## config.mk

```make
export PLATFORM = sky130hd
export DESIGN_NAME = draw_cmd_scheduler_flat
export DESIGN_NICKNAME = d
export VERILOG_FILES = /design/src/rtl/draw_cmd_if.sv /design/src/rtl/draw_cmd_scheduler.sv /design/src/flat_wrapper.sv
export SDC_FILE = /design/constraint.sdc
export NUM_CORES = 1
export LEC_CHECK = 0
export BUFFER_PORTS_ARGS = -buffer_cell sky130_fd_sc_hd__buf_2
export CAP_MARGIN = 20
export CORE_MARGIN = 5
export CORE_UTILIZATION = 30
export DETAILED_ROUTE_END_ITERATION = 10
export PLACE_DENSITY = 0.41
export SYNTH_ARGS = -nofsm -noshare
export SYNTH_HDL_FRONTEND = slang
export SYNTH_SLANG_ARGS = --single-unit
export TNS_END_PERCENT = 50
```

## constraint.sdc

```tcl
create_clock -name clk -period 5 [get_ports clk]
set_input_delay 0.75 -clock clk [delete_from_list [all_inputs] [get_ports clk]]
set_output_delay 0.75 -clock clk [all_outputs]
set_load 0.005 [all_outputs]
```

## src/rtl/draw_cmd_if.sv

```systemverilog
// rtl/draw_cmd_if.sv - command stream and processor issue signals of draw_cmd_scheduler
interface draw_cmd_if;
    logic        cmd_valid;
    logic        cmd_ready;
    logic [35:0] cmd_data;
    logic [35:0] instr_out;
    logic        instr_valid;
    logic        draw_done;

    modport master (
        output cmd_valid,
        output cmd_data,
        output draw_done,
        input  cmd_ready,
        input  instr_out,
        input  instr_valid
    );

    modport slave (
        input  cmd_valid,
        input  cmd_data,
        input  draw_done,
        output cmd_ready,
        output instr_out,
        output instr_valid
    );
endinterface

```

## src/rtl/draw_cmd_scheduler.sv

```systemverilog
// rtl/draw_cmd_scheduler.sv - draw command FIFO and issue sequencer; DRAW_CMD_TIMEOUT_EN adds the WAIT abort timer
module draw_cmd_scheduler #(
    parameter int DEPTH   = 8,
    parameter int AW      = 3,
    parameter int TIMEOUT = 1023
) (
    input  logic             clk,
    input  logic             reset,
    draw_cmd_if.slave        bus,
    input  logic             flush,
    output logic             busy,
    output logic [AW:0]      fifo_count,
    output logic             timeout_err
);

    localparam logic [1:0] S_IDLE = 2'd0;
    localparam logic [1:0] S_WAIT = 2'd1;
    localparam logic [1:0] S_GAP  = 2'd2;

    if ((1 << AW) != DEPTH) begin : g_bad_depth
        $error("DEPTH must equal 2**AW");
    end
    if (TIMEOUT < 1 || TIMEOUT > 65535) begin : g_bad_timeout
        $error("TIMEOUT must fit the 16-bit wait counter");
    end

    logic [1:0]    state;
    logic [35:0]   mem [DEPTH];
    logic [AW-1:0] rd_ptr;
    logic [AW-1:0] wr_ptr;
    logic [35:0]   head;
    logic [2:0]    head_op;
    logic          head_long;
    logic          full;
    logic          empty;
    logic          push;
    logic          pop;

    assign full      = (fifo_count == (AW+1)'(DEPTH));
    assign empty     = (fifo_count == '0);
    assign bus.cmd_ready = reset & ~full & ~flush;
    assign push      = bus.cmd_valid & bus.cmd_ready;
    assign pop       = (state == S_IDLE) & ~empty & ~flush;
    assign head      = mem[rd_ptr];
    assign head_op   = head[35:33];
    assign head_long = (head_op == 3'b110) || (head_op == 3'b101);
    assign busy      = (state != S_IDLE) | ~empty;

    always_ff @(posedge clk) begin
        if (push) begin
            mem[wr_ptr] <= bus.cmd_data;
        end
    end

    always_ff @(posedge clk or negedge reset) begin
        if (!reset) begin
            rd_ptr     <= '0;
            wr_ptr     <= '0;
            fifo_count <= '0;
        end else if (flush) begin
            rd_ptr     <= '0;
            wr_ptr     <= '0;
            fifo_count <= '0;
        end else begin
            if (push) wr_ptr <= wr_ptr + 1'b1;
            if (pop)  rd_ptr <= rd_ptr + 1'b1;
            if (push && !pop) fifo_count <= fifo_count + 1'b1;
            else if (pop && !push) fifo_count <= fifo_count - 1'b1;
        end
    end

`ifdef DRAW_CMD_TIMEOUT_EN
    localparam logic [15:0] WAIT_LAST = 16'(TIMEOUT - 1);
    logic [15:0] wait_cnt;
    logic        err_q;
    assign timeout_err = err_q;
`else
    assign timeout_err = 1'b0;
`endif

    always_ff @(posedge clk or negedge reset) begin
        if (!reset) begin
            state           <= S_IDLE;
            bus.instr_out   <= '0;
            bus.instr_valid <= 1'b0;
`ifdef DRAW_CMD_TIMEOUT_EN
            wait_cnt        <= '0;
            err_q           <= 1'b0;
`endif
        end else if (flush) begin
            state           <= S_IDLE;
            bus.instr_out   <= '0;
            bus.instr_valid <= 1'b0;
`ifdef DRAW_CMD_TIMEOUT_EN
            wait_cnt        <= '0;
            err_q           <= 1'b0;
`endif
        end else begin
            bus.instr_valid <= 1'b0;
            case (state)
                S_IDLE: begin
                    // opcodes 0xx are popped by the FIFO logic and simply never issued
                    if (!empty && head_op[2]) begin
                        bus.instr_out   <= head;
                        bus.instr_valid <= 1'b1;
                        state           <= head_long ? S_WAIT : S_GAP;
`ifdef DRAW_CMD_TIMEOUT_EN
                        wait_cnt        <= '0;
`endif
                    end
                end
                S_WAIT: begin
                    if (bus.draw_done) begin
                        state <= S_GAP;
`ifdef DRAW_CMD_TIMEOUT_EN
                    end else if (wait_cnt == WAIT_LAST) begin
                        state <= S_GAP;
                        err_q <= 1'b1;
                    end else begin
                        wait_cnt <= wait_cnt + 1'b1;
`endif
                    end
                end
                S_GAP: begin
                    bus.instr_out <= '0;
                    state         <= S_IDLE;
                end
                default: begin
                    bus.instr_out <= '0;
                    state         <= S_IDLE;
                end
            endcase
        end
    end

endmodule
```

## src/flat_wrapper.sv

```systemverilog
// flat-port wrapper written by rule: the top's interface ports become plain ports
module draw_cmd_scheduler_flat 
#(
    parameter int DEPTH   = 8,
    parameter int AW      = 3,
    parameter int TIMEOUT = 1023
)
  (clk, reset, flush, busy, fifo_count, timeout_err, bus_cmd_valid, bus_cmd_data, bus_draw_done, bus_cmd_ready, bus_instr_out, bus_instr_valid);
  draw_cmd_if bus_i ();
  input  logic clk;
  input  logic reset;
  input  logic flush;
  output logic busy;
  output logic [AW:0] fifo_count;
  output logic timeout_err;
  input wire logic [$bits(bus_i.cmd_valid)-1:0] bus_cmd_valid;
  input wire logic [$bits(bus_i.cmd_data)-1:0] bus_cmd_data;
  input wire logic [$bits(bus_i.draw_done)-1:0] bus_draw_done;
  output wire logic [$bits(bus_i.cmd_ready)-1:0] bus_cmd_ready;
  output wire logic [$bits(bus_i.instr_out)-1:0] bus_instr_out;
  output wire logic [$bits(bus_i.instr_valid)-1:0] bus_instr_valid;
  assign bus_i.cmd_valid = bus_cmd_valid;
  assign bus_i.cmd_data = bus_cmd_data;
  assign bus_i.draw_done = bus_draw_done;
  assign bus_cmd_ready = bus_i.cmd_ready;
  assign bus_instr_out = bus_i.instr_out;
  assign bus_instr_valid = bus_i.instr_valid;
  draw_cmd_scheduler #(.DEPTH(DEPTH), .AW(AW), .TIMEOUT(TIMEOUT)) u_core (.clk(clk), .reset(reset), .bus(bus_i), .flush(flush), .busy(busy), .fifo_count(fifo_count), .timeout_err(timeout_err));
endmodule
```

; Word-level counts from Yosys, hierarchy flattened
; Memory sizes are Yosys's and may differ from the RTL's.
; Cells that the tools add are included.
[totals]
word_cells = 62
memories = 1
reg_bits = 49
out_inout_bits = 44
inputBits = 41
ram_bits = 288
[classes]
n_mux = 20
n_reduce_logical = 15
add_sub_neg = 4
n_eq_ne = 7
bitwise_logic = 9
[mem_list]
columns = name, depth, word_bits, read_ports, rd_ports_with_merged_regs, wr, line
row1 = u_core.mem, 8, 36, 1, 0, 1, draw_cmd_scheduler.sv:28  ; logic [35:0] mem [DEPTH];
[ops]
columns = cell, n
row1 = 2-to-1 mux 36 bit, 2
row2 = one-hot mux 36 bit (2 select lines), 1
row3 = 2-to-1 mux 3 bit, 4
row4 = 2-to-1 mux 4 bit, 3
row5 = 2-to-1 mux 2 bit, 4
row6 = adder 3 x 1 -> 3 bit (second input constant), 2
row7 = equality test 3 bit (second input constant), 2
row8 = inequality test 3 bit (second input constant), 2
row9 = nonzero test 2 bit, 3
row10 = AND 1 bit, 5
row11 = 2-to-1 mux 1 bit, 5
row12 = adder 4 x 1 -> 4 bit (second input constant), 1
row13 = equality test 4 bit (second input constant), 1
row14 = logical NOT 4 bit, 1
row15 = one-hot mux 2 bit (2 select lines), 1
row16 = AND reduction 2 bit, 2
row17 = subtractor 4 x 1 -> 4 bit (second input constant), 1
row18 = logical AND 1 bit, 3
row19 = logical NOT 1 bit, 3
row20 = inverter 1 bit, 3
row21 = nonzero test 3 bit, 1
row22 = equality test 2 x 1 -> 1 bit (second input constant), 1
row23 = logical NOT 2 bit, 1
row24 = inequality test 2 bit (second input constant), 1
row25 = 2 further kinds, 2

; Depth between registers and ports, before layout
[logic_depth]
ltp_word = 10
depth_mapped = 10
mapped_depth_nobuf = 8

; Least setup slack after synthesis
; No wires, ideal clock.
[synth_path]
path_type = input port to flip-flop
startpoint = input port flush
endpoint = memory u_core.mem[0][0], enable pin
path_slack_ns = 0.515
path_stages = 6
path_buffers = 2
required_ns = 4.526
setup_time_ns = 0.474
arrival_ns = 4.011
path_cell_list = clkbuf_1 and3b_1 and2_1 buf_6 nand2b_1 nor3_1
[synth_via]
elab_chain_cells = 5
[synth_lines]
columns = element, line
row1 = "start, declared", flat_wrapper.sv:12  ; input logic flush;
row2 = inverter 1 bit, draw_cmd_scheduler.sv:41  ; assign bus.cmd_ready = reset & ~full & ~flush;
row3 = AND 1 bit, draw_cmd_scheduler.sv:41
row4 = AND 1 bit, draw_cmd_scheduler.sv:42  ; assign push = bus.cmd_valid & bus.cmd_ready;
row5 = 2-to-1 mux 1 bit, draw_cmd_scheduler.sv:50  ; if (push) begin
row6 = 2-to-1 mux 1 bit (implied by the code), draw_cmd_scheduler.sv:51  ; mem[wr_ptr] <= bus.cmd_data;
row7 = "end, declared", draw_cmd_scheduler.sv:28
; No other way between the ends.

; Final worst setup path
[layout_path]
startpoint = input port flush
endpoint = memory u_core.mem[7][19], enable pin
; The elaborated chain is that of the path after synthesis.

==> metrics.md <==
| Metric | Value |
|---|---|
| Vias | 6102 |
| Die height | 217.6 um |
| R2r worst-path depth | 5 |
| Post-synth top area share | 66.90% |
| RSZ-0062 raised after global routing | no |
| Switch Pwr | 1.996 mW |
| Critical Path Stages | 6 |
| WP data required | 5.20 ns |
| Area Overhead vs Synth | 18.47% |
| CTS sink cnt | 337 |
| # placed instances | 1256 |
| Slowest stage delay, CP | 0.79 ns |
| VDD IR-drop max | 0.2418 mV |
| Status | completed |
| TNS Setup | 0 ns |
| Finished Layout Cells | 1326 |
| Fin nets | 758 |
| Min Tclk post-route | 2.946 ns |
| Hold Vio Cnt, Final | 0 |
| GRT Util Overall | 12.28% |
| Filler cell count | 3957 |
| DR WL/cell | 21.70 um |
| Cell Rows | 76 |
| YS warnings | 0 |
| GP Congestion | 0.6847 |
| Clock buffer depth | 3 |
| Final Max Tran Viols | 0 |
| Kind of critical path | input pin to flip-flop |
| Critical Path Sink | u_core.mem[7][19]$_DFFE_PP_ |
| Vias in the first global route | 6774 |
| Post-Syn Area | 0.01293 mm2 |
| R2r startpoint | u_core.rd_ptr[2]$_DFFE_PN0P_ |
| Leakage | 5.078 nW |
| Ant diodes | 0 |
| 1st-pass router iterations | 4 |
| I/O pin cnt | 85 |
| Largest net degree at the start of global routing | 51 |
| Int Pwr | 5.497 mW |
| Setup Skew | 0.01308 ns |
| Sw Ratio | 26.64% |
| Dpl hpwl | 17240 um |
| Endpoint class of the critical path | flip-flop |
| H-Tree Level Count | 2 |
| #FFs+latches synth | 337 |
| # DRC | 0 |
| Seq/Total Area, Yosys | 76.38% |
| Pwr dens | 489.3 mW/mm2 |
| Fmax | 0.3394 GHz |
| Hold buffers post-CTS | 0 |
| Syn Inst Count | 603 |
| GR Overflow Total | 0 |
| Crit-path max FO | 25 |
| Initial Util | 30.14% |
| CP startpoint | flush |
| Distinct cells, synth | 44 |
| Number of buffers created by CTS | 39 |
| Startpoint type of the worst setup path | input pin |
| Detailed Route Iter0 Violations | 339 |
| Post-synth EDFFs | 288 |
| Core ar. | 0.04289 mm2 |
| Avg Vias per Cell | 4.602 |
| Buf+Inv Stages, Crit Path | 2 |
| Routed wire length | 28780 um |
| Dominant cells by area after synthesis | edfxtp_1 (67%), mux4_2 (12%), dfrtp_1 (9.5%), mux2i_1 (2.8%), o2bb2ai_1 (2.4%) |
| Worst-margin pin slew | 0.9399 ns |
| Global-route wire length before repair | 43950 um |
| Max_slew headroom | 37.34% |
| Crit path cell chain | buf_2 -> and3b_1 -> and2_1 -> nand2_1 -> nor2_4 -> buf_4 |
| Asr flop ratio synth | 14.54% |
| Final Util | 35.71% |
| Critical-path top delay cell | nor2_4 |
| Overall power | 7.493 mW |
| Post-CTS Resized | 0 |
| Layout cells sized above 1 | 32.79% |
| Max-Cap Viols | 0 |
| R2R Path End | u_core.bus.instr_out[15]$_DFFE_PN0P_ |
| Worst EP arrival | 3.15 ns |
| Most frequent cells in the layout | edfxtp_1 (288), buf_2 (82), mux4_2 (70) |
| Logic pwr share | 18.4% |
| Delay-heaviest family, CP | simple AND/OR/NAND/NOR gates |
| Skew-Pair Late Insertion Delay | 0.52 ns |
| Syn avg cell area | 21.44 um2 |
| Setup violators final | 0 |
| Initial antenna violation count | 0 |
| Type of the tightest min-delay check | input pin to async pin |
| Total die area | 0.04734 mm2 |
| Main synth FF type | edfxtp_1 |
| Commonest non-fill, non-tap cell in the layout | edfxtp_1 |
| Worst-path clk slew | 0.06 ns |
| CTS tree | yes |
| Sequential fraction of design power | 46.2% |
| CTS Root Cell | clkbuf_16 |
| # port buffers | 83 |
| Post-CTS setup buffer count | 0 |
| Final Cycle Share | 58.93% |
| Width of the die | 217.6 um |
| Routed Antenna Nets | 0 |
| Clock share of power | 35.4% |
| Largest area contributor in the netlist | edfxtp_1 |
| R2R Setup Slk | 2.10 ns |
| Mapped Nets | 649 |
==> state kept, by name (all words and copies together) (netlist names) <==
signal                  flops
u_core.fifo_count           4
u_core.bus.instr_out       36
u_core.state                2
u_core.mem                288
u_core.rd_ptr               3
u_core.wr_ptr               3
u_core.bus.instr_valid      1
==> logic make-up after synthesis <==
family	count (synthesis)	share of synthesized area, %
other	1	0.02901
multiplexers	112	15.54
flip-flops	337	76.38
XOR/XNOR	7	0.6195
AND/OR/NAND/NOR	58	2.304
adder cells (fa/ha/maj)	5	0.5420
AO/OA/AOI/OAI	48	3.223
buffers and inverters	35	1.355
==> power groups by stage <==
stage | clock [mW] | sequential [mW] | combinational, mW
3_5_place_dp | 0 | 3.53 | 1.42
4_1_cts | 2.75 | 3.48 | 1.43
5_1_grt | 2.87 | 3.50 | 1.52
6_report | 2.65 | 3.46 | 1.38
3_3_place_gp | 0 | 3.53 | 1.40
2_1_floorplan | 0 | 3.42 | 0.968
==> final cells by class <==
cell class,instances,area [um2],area share [%]
sequential,337,9886,64.55
multi-input combinational,231,2933,19.15
clock buffer,52,1087,7.100
tap,585,732.0,4.779
timing repair buffer,99,550.5,3.595
clock inverter,18,111.4,0.7271
inverter,4,15.01,0.09804
==> metrics by stage <==
step / area, um2 / worst slack [ns] / hold slack [ns]
finish: 15310 / 2.054 / 0.4157
global route: 15310 / 1.867 / 0.4237
CTS: 15310 / 2.025 / 0.4286
detailed placement: 14120 / 1.473 / 0.4692
global placement: 14120 / 1.561 / 0.4669
floorplan: 12930 / 0.5148 / 0.4544
==> worst register-to-register path: stages, from the launching register on <==
cell and delay, ns:
dfrtp_4 0.96, nor2_1 0.12, a211oi_2 0.31, nand4_1 0.76, buf_12 0.47, o2bb2ai_1 0.18
==> layer usage <==
metal  GRT usage [%]  wire (um)
met1           17.09      13400
met2           20.00      13680
met3           2.485       1208
met4           2.928        498
met5               0          0
==> Yosys cell counts (4+ instances only) <==
| cell type | instances |
|---|---|
| nor2_1 | 19 |
| inv_1 | 4 |
| clkbuf_1 | 8 |
| nand2b_1 | 5 |
| dfrtp_1 | 49 |
| mux2i_1 | 36 |
| mux4_2 | 70 |
| nand2_1 | 12 |
| xor2_1 | 4 |
| buf_2 | 17 |
| o2bb2ai_1 | 35 |
| buf_4 | 4 |
| ha_1 | 4 |
| nand4_1 | 5 |
| edfxtp_1 | 288 |
==> how the worst min path moves through the flow <==
| stage | startpoint | end | slack, ns | cells after the start |
|---|---|---|---|---|
| final | reset | u_core.bus.instr_out[10]$_DFFE_PN0P_ | 0.42 | 2 |
| after global placement | u_core.bus.instr_out[11]$_DFFE_PN0P_ | u_core.bus.instr_out[11]$_DFFE_PN0P_ | 0.47 | 1 |
| after floorplan | reset | u_core.bus.instr_out[0]$_DFFE_PN0P_ | 0.45 | 0 |
| after global routing | bus_draw_done | u_core.state[0]$_DFFE_PN0P_ | 0.42 | 2 |
| after detailed placement | u_core.bus.instr_out[22]$_DFFE_PN0P_ | u_core.bus.instr_out[22]$_DFFE_PN0P_ | 0.47 | 1 |
| after CTS | bus_draw_done | u_core.state[0]$_DFFE_PN0P_ | 0.43 | 2 |
No activity file was read; power rests on OpenSTA's default activity.
